## src/rtl/cpu_regfile_sb.sv

```systemverilog
// cpu_regfile_sb
// Register file plus outstanding-write scoreboard for the moxie core.
// It sits just after writeback and feeds operands back to decode/execute.
//
// Ports:
//   clk_i                   clock; all state changes on the rising edge
//   rst_i                   asynchronous reset, active low
//   register_write_index_i  writeback destination register
//   register_we_i           writeback enable; also retires one reservation
//   result_i                writeback data
//   reserve_i               issue reserves a pending write ...
//   reserve_index_i         ... to this register
//   flush_i                 drop every reservation (register writes still land)
//   reg0_index_i            read port 0 source register
//   reg1_index_i            read port 1 source register
//   value0_o                read port 0 data, one cycle latency, write-first bypass
//   value1_o                read port 1 data, one cycle latency, write-first bypass
//   hazard_o                combinational: a source still waits on a pending write
//   overflow_o              sticky: a reservation hit a saturated counter
module cpu_regfile_sb #(
    parameter int NREGS = 16,
    parameter int CNTW  = 2,
    localparam int IW   = $clog2(NREGS)
) (
    input  logic          clk_i,
    input  logic          rst_i,
    input  logic [IW-1:0] register_write_index_i,
    input  logic          register_we_i,
    input  logic [31:0]   result_i,
    input  logic          reserve_i,
    input  logic [IW-1:0] reserve_index_i,
    input  logic          flush_i,
    input  logic [IW-1:0] reg0_index_i,
    input  logic [IW-1:0] reg1_index_i,
    output logic [31:0]   value0_o,
    output logic [31:0]   value1_o,
    output logic          hazard_o,
    output logic          overflow_o
);

    logic [31:0]                regs [NREGS];
    logic [NREGS-1:0][CNTW-1:0] cnt;
    logic [NREGS-1:0]           res;
    logic [NREGS-1:0]           ret;
    logic [NREGS-1:0]           ovf_req;

    // ------------------------------------------------------------------
    // Register storage: every register is writable, no hard-wired zero.
    // ------------------------------------------------------------------
    always_ff @(posedge clk_i or negedge rst_i) begin
        if (!rst_i) begin
            for (int i = 0; i < NREGS; i++) regs[i] <= '0;
        end else if (register_we_i) begin
            regs[register_write_index_i] <= result_i;
        end
    end

    // ------------------------------------------------------------------
    // Read ports: a same-cycle writeback to the read index wins, so the
    // consumer sees the new value at the very next edge.
    // ------------------------------------------------------------------
    logic byp0, byp1;
    assign byp0 = register_we_i && (register_write_index_i == reg0_index_i);
    assign byp1 = register_we_i && (register_write_index_i == reg1_index_i);

    always_ff @(posedge clk_i or negedge rst_i) begin
        if (!rst_i) begin
            value0_o <= '0;
            value1_o <= '0;
        end else begin
            value0_o <= byp0 ? result_i : regs[reg0_index_i];
            value1_o <= byp1 ? result_i : regs[reg1_index_i];
        end
    end

    // ------------------------------------------------------------------
    // Scoreboard: one saturating up/down counter per register.
    // A reserve and a retire on the same register cancel out.
    // ------------------------------------------------------------------
    for (genvar g = 0; g < NREGS; g++) begin : g_sb
        logic sat;
        assign res[g] = reserve_i     && (reserve_index_i        == IW'(g));
        assign ret[g] = register_we_i && (register_write_index_i == IW'(g));
        assign sat    = &cnt[g];
        // Flush discards the reservation, so it cannot overflow either.
        assign ovf_req[g] = !flush_i && res[g] && !ret[g] && sat;

        always_ff @(posedge clk_i or negedge rst_i) begin
            if (!rst_i) begin
                cnt[g] <= '0;
            end else if (flush_i) begin
                cnt[g] <= '0;
            end else if (res[g] && !ret[g]) begin
                if (!sat) cnt[g] <= cnt[g] + 1'b1;
            end else if (ret[g] && !res[g]) begin
                // An unreserved writeback is legal; hold at zero.
                if (cnt[g] != '0) cnt[g] <= cnt[g] - 1'b1;
            end
        end
    end

    always_ff @(posedge clk_i or negedge rst_i) begin
        if (!rst_i) overflow_o <= 1'b0;
        else if (|ovf_req) overflow_o <= 1'b1;
    end

    // ------------------------------------------------------------------
    // Hazard: a source is blocked while its counter is non-zero, unless
    // this cycle's writeback retires the last pending write (the value then
    // arrives through the bypass). Same-cycle reservations and flush do
    // not affect the current cycle's hazard.
    // ------------------------------------------------------------------
    logic hz0, hz1;
    assign hz0 = (cnt[reg0_index_i] != '0) &&
                 !(byp0 && (cnt[reg0_index_i] == CNTW'(1)));
    assign hz1 = (cnt[reg1_index_i] != '0) &&
                 !(byp1 && (cnt[reg1_index_i] == CNTW'(1)));
    assign hazard_o = hz0 | hz1;

endmodule

```

## config.mk

```make
export PLATFORM = sky130hd
export DESIGN_NAME = cpu_regfile_sb
export DESIGN_NICKNAME = d
export VERILOG_FILES = /design/src/rtl/cpu_regfile_sb.sv
export SDC_FILE = /design/constraint.sdc
export NUM_CORES = 1
export LEC_CHECK = 0
export ABC_AREA = 1
export ABC_CLOCK_PERIOD_IN_PS = 2640
export BUFFER_PORTS_ARGS = -buffer_cell sky130_fd_sc_hd__buf_2
export CORE_UTILIZATION = 45
export DETAILED_ROUTE_END_ITERATION = 6
export PLACE_DENSITY = 0.66
export SLEW_MARGIN = 30
export SYNTH_ARGS = -nofsm -noshare
export SYNTH_HDL_FRONTEND = slang
export SYNTH_SLANG_ARGS = --single-unit
```

## constraint.sdc

```tcl
create_clock -name clk_i -period 2.64 [get_ports clk_i]
set_input_delay 0.132 -clock clk_i [delete_from_list [all_inputs] [get_ports clk_i]]
set_output_delay 0.132 -clock clk_i [all_outputs]
set_load 0.05 [all_outputs]
```

==> results.txt <==
- Run status: finished clean
- Fraction of registers with async set/reset: 100%
- Reg-to-reg setup timing slack: 1240 ps
- Critical path data arrival time: 2150 ps
* Synth warn: 0
- Synthesis-to-layout area growth: 11.6%
- Net Count, Synth: 4803
- In the routed design, unresolved DRC markers number 0.
* Clock H-tree levels: 3
- STA classifies the critical path endpoint as an output pin.
- Average cell area after synthesis: 6.97 um^2
- The path with the worst hold slack has its endpoint at regs[4].
- For this run, the register share of the synthesized area comes to 46.0%.
- Clk_skew: 13.3 ps
- Slew at the pin with the worst max-slew slack: 793 ps
* Psw: 0.00927 W
- For the worst setup path, the data required time is 2510 ps.
* Critical R2R Launch: regs[334]
- Internal power: 0.0191 W
* Number of clock buffers inserted by TritonCTS: 70
- Antenna-violating nets left: 0
- Final max-slew violation count: 0
- Vias in the first global route: 30.4k
- Sw Share: 32.7%
- Logic gate share of total power: 20.3%
- The clock network burns 35.6% of the power.
* Die H: 273 um
- Root Buffer: sky130_fd_sc_hd__clkbuf_16
- Along the worst path, the maximum fanout reaches 4.
- The library cell used most frequently in the layout, excluding fill and tap cells, is sky130_fd_sc_hd__nand2_1.
- Minimum clock period after layout: 2280 ps
* Commonest non-fill, non-tap cells in the layout: sky130_fd_sc_hd__nand2_1 (1969), sky130_fd_sc_hd__nand3_1 (816), sky130_fd_sc_hd__dfrtp_1 (609)
- Setup repair after global routing left no endpoint under its margin.
* Sinks on the clock net: 609
- Fraction of the cycle the final worst path needs: 86.4%
- In this run the horizontal extent of the chip is 273 um.
- Hold Path Cell Cnt: 3
- In this run the critical register-to-register path is captured at value0_o[14].
* Top Ports: 119
- Lkg Pwr: 17.9 nW
* Residual overflow from global routing: 0
- Post-CTS timing repair inserted 0 buffers for setup.
- PnR Total Power: 0.0284 W
* Synth Flop Type: sky130_fd_sc_hd__dfrtp_1
- Wire length of the first global-routing pass: 177000 um
* Final RePlAce weighted congestion: 0.866
* Fraction of layout cells with a size suffix above 1: 7.32%
- Once detailed placement completed, the half-perimeter wirelength came to 61400 um.
- The worst setup path is of the reg2out kind.
- Distinct cells, synth: 29
* DR WL/cell: 19.9 um
- Power density over the cells: 768 mW/mm^2
- For this run, the post-layout net count is 4695.
* Max VDD drop: 0.000596 V
- The die covers 0.0747 mm^2.
- In this run, synthesis produced a sequential element count of 609.
* Post-synth EDFFs: 0
- Post-CTS repair changed the size of 0 cells.
- Max-capacitance violation count: 0
* Worst skew pair latency: 630 ps
- The first detailed-routing pass took 6 iterations.
- For this block, the initial DRC count from the detailed router was 4285.
- Final count of hold timing violations: 0
- Global routing used 30.1% of the available tracks across all layers.
- After floorplanning, the core was divided into 99 placement rows.
* Setup tns final: 0 ps
* Endpoints failing setup: 0
- Hold path start: result_i[4]
* Via density per instance: 5.76
- Routed vias: 32.6k
- For the worst flop-to-flop path, the logic depth is 8.
- The region available for standard cell placement spans 0.0730 mm^2.
* Largest net degree at the start of global routing: 124
- Sequential cells burn 44.1% of the power.
- No sink is reached through more buffers than the 3 on the longest clock path.
* Synthesized area: 0.0331 mm^2
- Derived from the worst setup path, the maximum achievable clock frequency is 438 MHz.
- Post-CTS Hold Buffers: 4
- The worst pin sits at a relative slew slack of 47.2%.
- I/O Buffers: 118
- Initial Util: 45.4%
- The path class of the tightest hold or removal check is in2reg.
- Clock-pin slew was measured on the worst setup and hold paths at 60 ps.
* Nature of the critical path startpoint: flip-flop
* Initial antenna violation count: 2
- Gate count after technology mapping: 4750
- Wires add up to 112000 um.
- CTS tree: done
[flip-flops by register name, indices dropped and copies added (netlist names)]
signal	count
value0_o	32
cnt	32
value1_o	32
overflow_o	1
regs	512
[how the worst max path moves through the flow]
stage	cells past startpoint	end	from
2_1_floorplan	9	hazard_o	reg0_index_i[1]
3_3_place_gp	10	cnt[28]	register_we_i
3_5_place_dp	10	cnt[28]	register_we_i
4_1_cts	9	hazard_o	cnt[22]
5_1_grt	9	hazard_o	cnt[2]
6_report	9	hazard_o	cnt[2]
[power groups by stage]
stage,logic (W),registers [W],clock network [W]
after floorplan,0.00368,0.0129,0
after global placement,0.00559,0.0126,0
after detailed placement,0.00573,0.0126,0
after CTS,0.00575,0.0125,0.0102
after global routing,0.00657,0.0128,0.0106
final,0.00576,0.0125,0.0101
[metal layers]
layer / routed length [um] / vias up / GRT usage [%]
li1: - / 15282 / -
met1: 49000 / 15519 / 42.9
met2: 49500 / 1568 / 46.1
met3: 10300 / 232 / 4.94
met4: 3510 / 0 / 10.7
met5: 0 / - / 0
[metrics by stage]
step / setup slack, ps / instance area (um^2) / util (%) / hold WS, ps / instances
5_1_grt: 228 / 37000 / 50.7 / 44.5 / 5656
3_3_place_gp: 618 / 34600 / 47.4 / 216 / 5525
2_1_floorplan: 1010 / 33100 / - / -164 / 4750
4_1_cts: 367 / 37000 / 50.7 / 5.54 / 5656
6_report: 358 / 37000 / 50.7 / 17.2 / 5657
3_5_place_dp: 559 / 34600 / 47.4 / 216 / 5525
[synthesized netlist by cell type (all sizes together) (7+ instances only)]
library cell	instances	area [um^2]
o22ai	7	43.8
buf	234	1140
o21ai	584	2920
a21oi	70	350
inv	112	420
o211ai	31	233
clkbuf	156	587
nor3	18	90.1
dfrtp	609	15200
nand3	824	4120
nor2	106	410
nand2	1978	7420
nand4	7	43.8
[area by class of cell]
class	count	area [um^2]
Clock buffer	105	2090
Timing Repair Buffer	210	1810
Clock inverter	22	275
Sequential cell	609	15200
Multi-Input combinational cell	3637	15900
Antenna cell	1	2.50
Tap cell	959	1200
Inverter	114	455
Fill cell	7231	36000
[worst max-delay path: stages (launching register included)]
cell and delay (ps):
sky130_fd_sc_hd__dfrtp_1 390, sky130_fd_sc_hd__inv_1 120, sky130_fd_sc_hd__a21oi_1 120, sky130_fd_sc_hd__o21ai_0 100, sky130_fd_sc_hd__nand3_1 120, sky130_fd_sc_hd__nand3_1 80
sky130_fd_sc_hd__nand2_1 90, sky130_fd_sc_hd__nand2_1 60, sky130_fd_sc_hd__nand3_1 160, sky130_fd_sc_hd__buf_2 290
[cell families after synthesis]
family | synth area share [%]
and+or+nand+nor | 36.6
xor gates and xnor gates | 0.0529
DFF | 46.0
AOI/OAI and AO/OA | 10.9
buffers and inverters | 6.50
(Power assumes the default switching activity.)
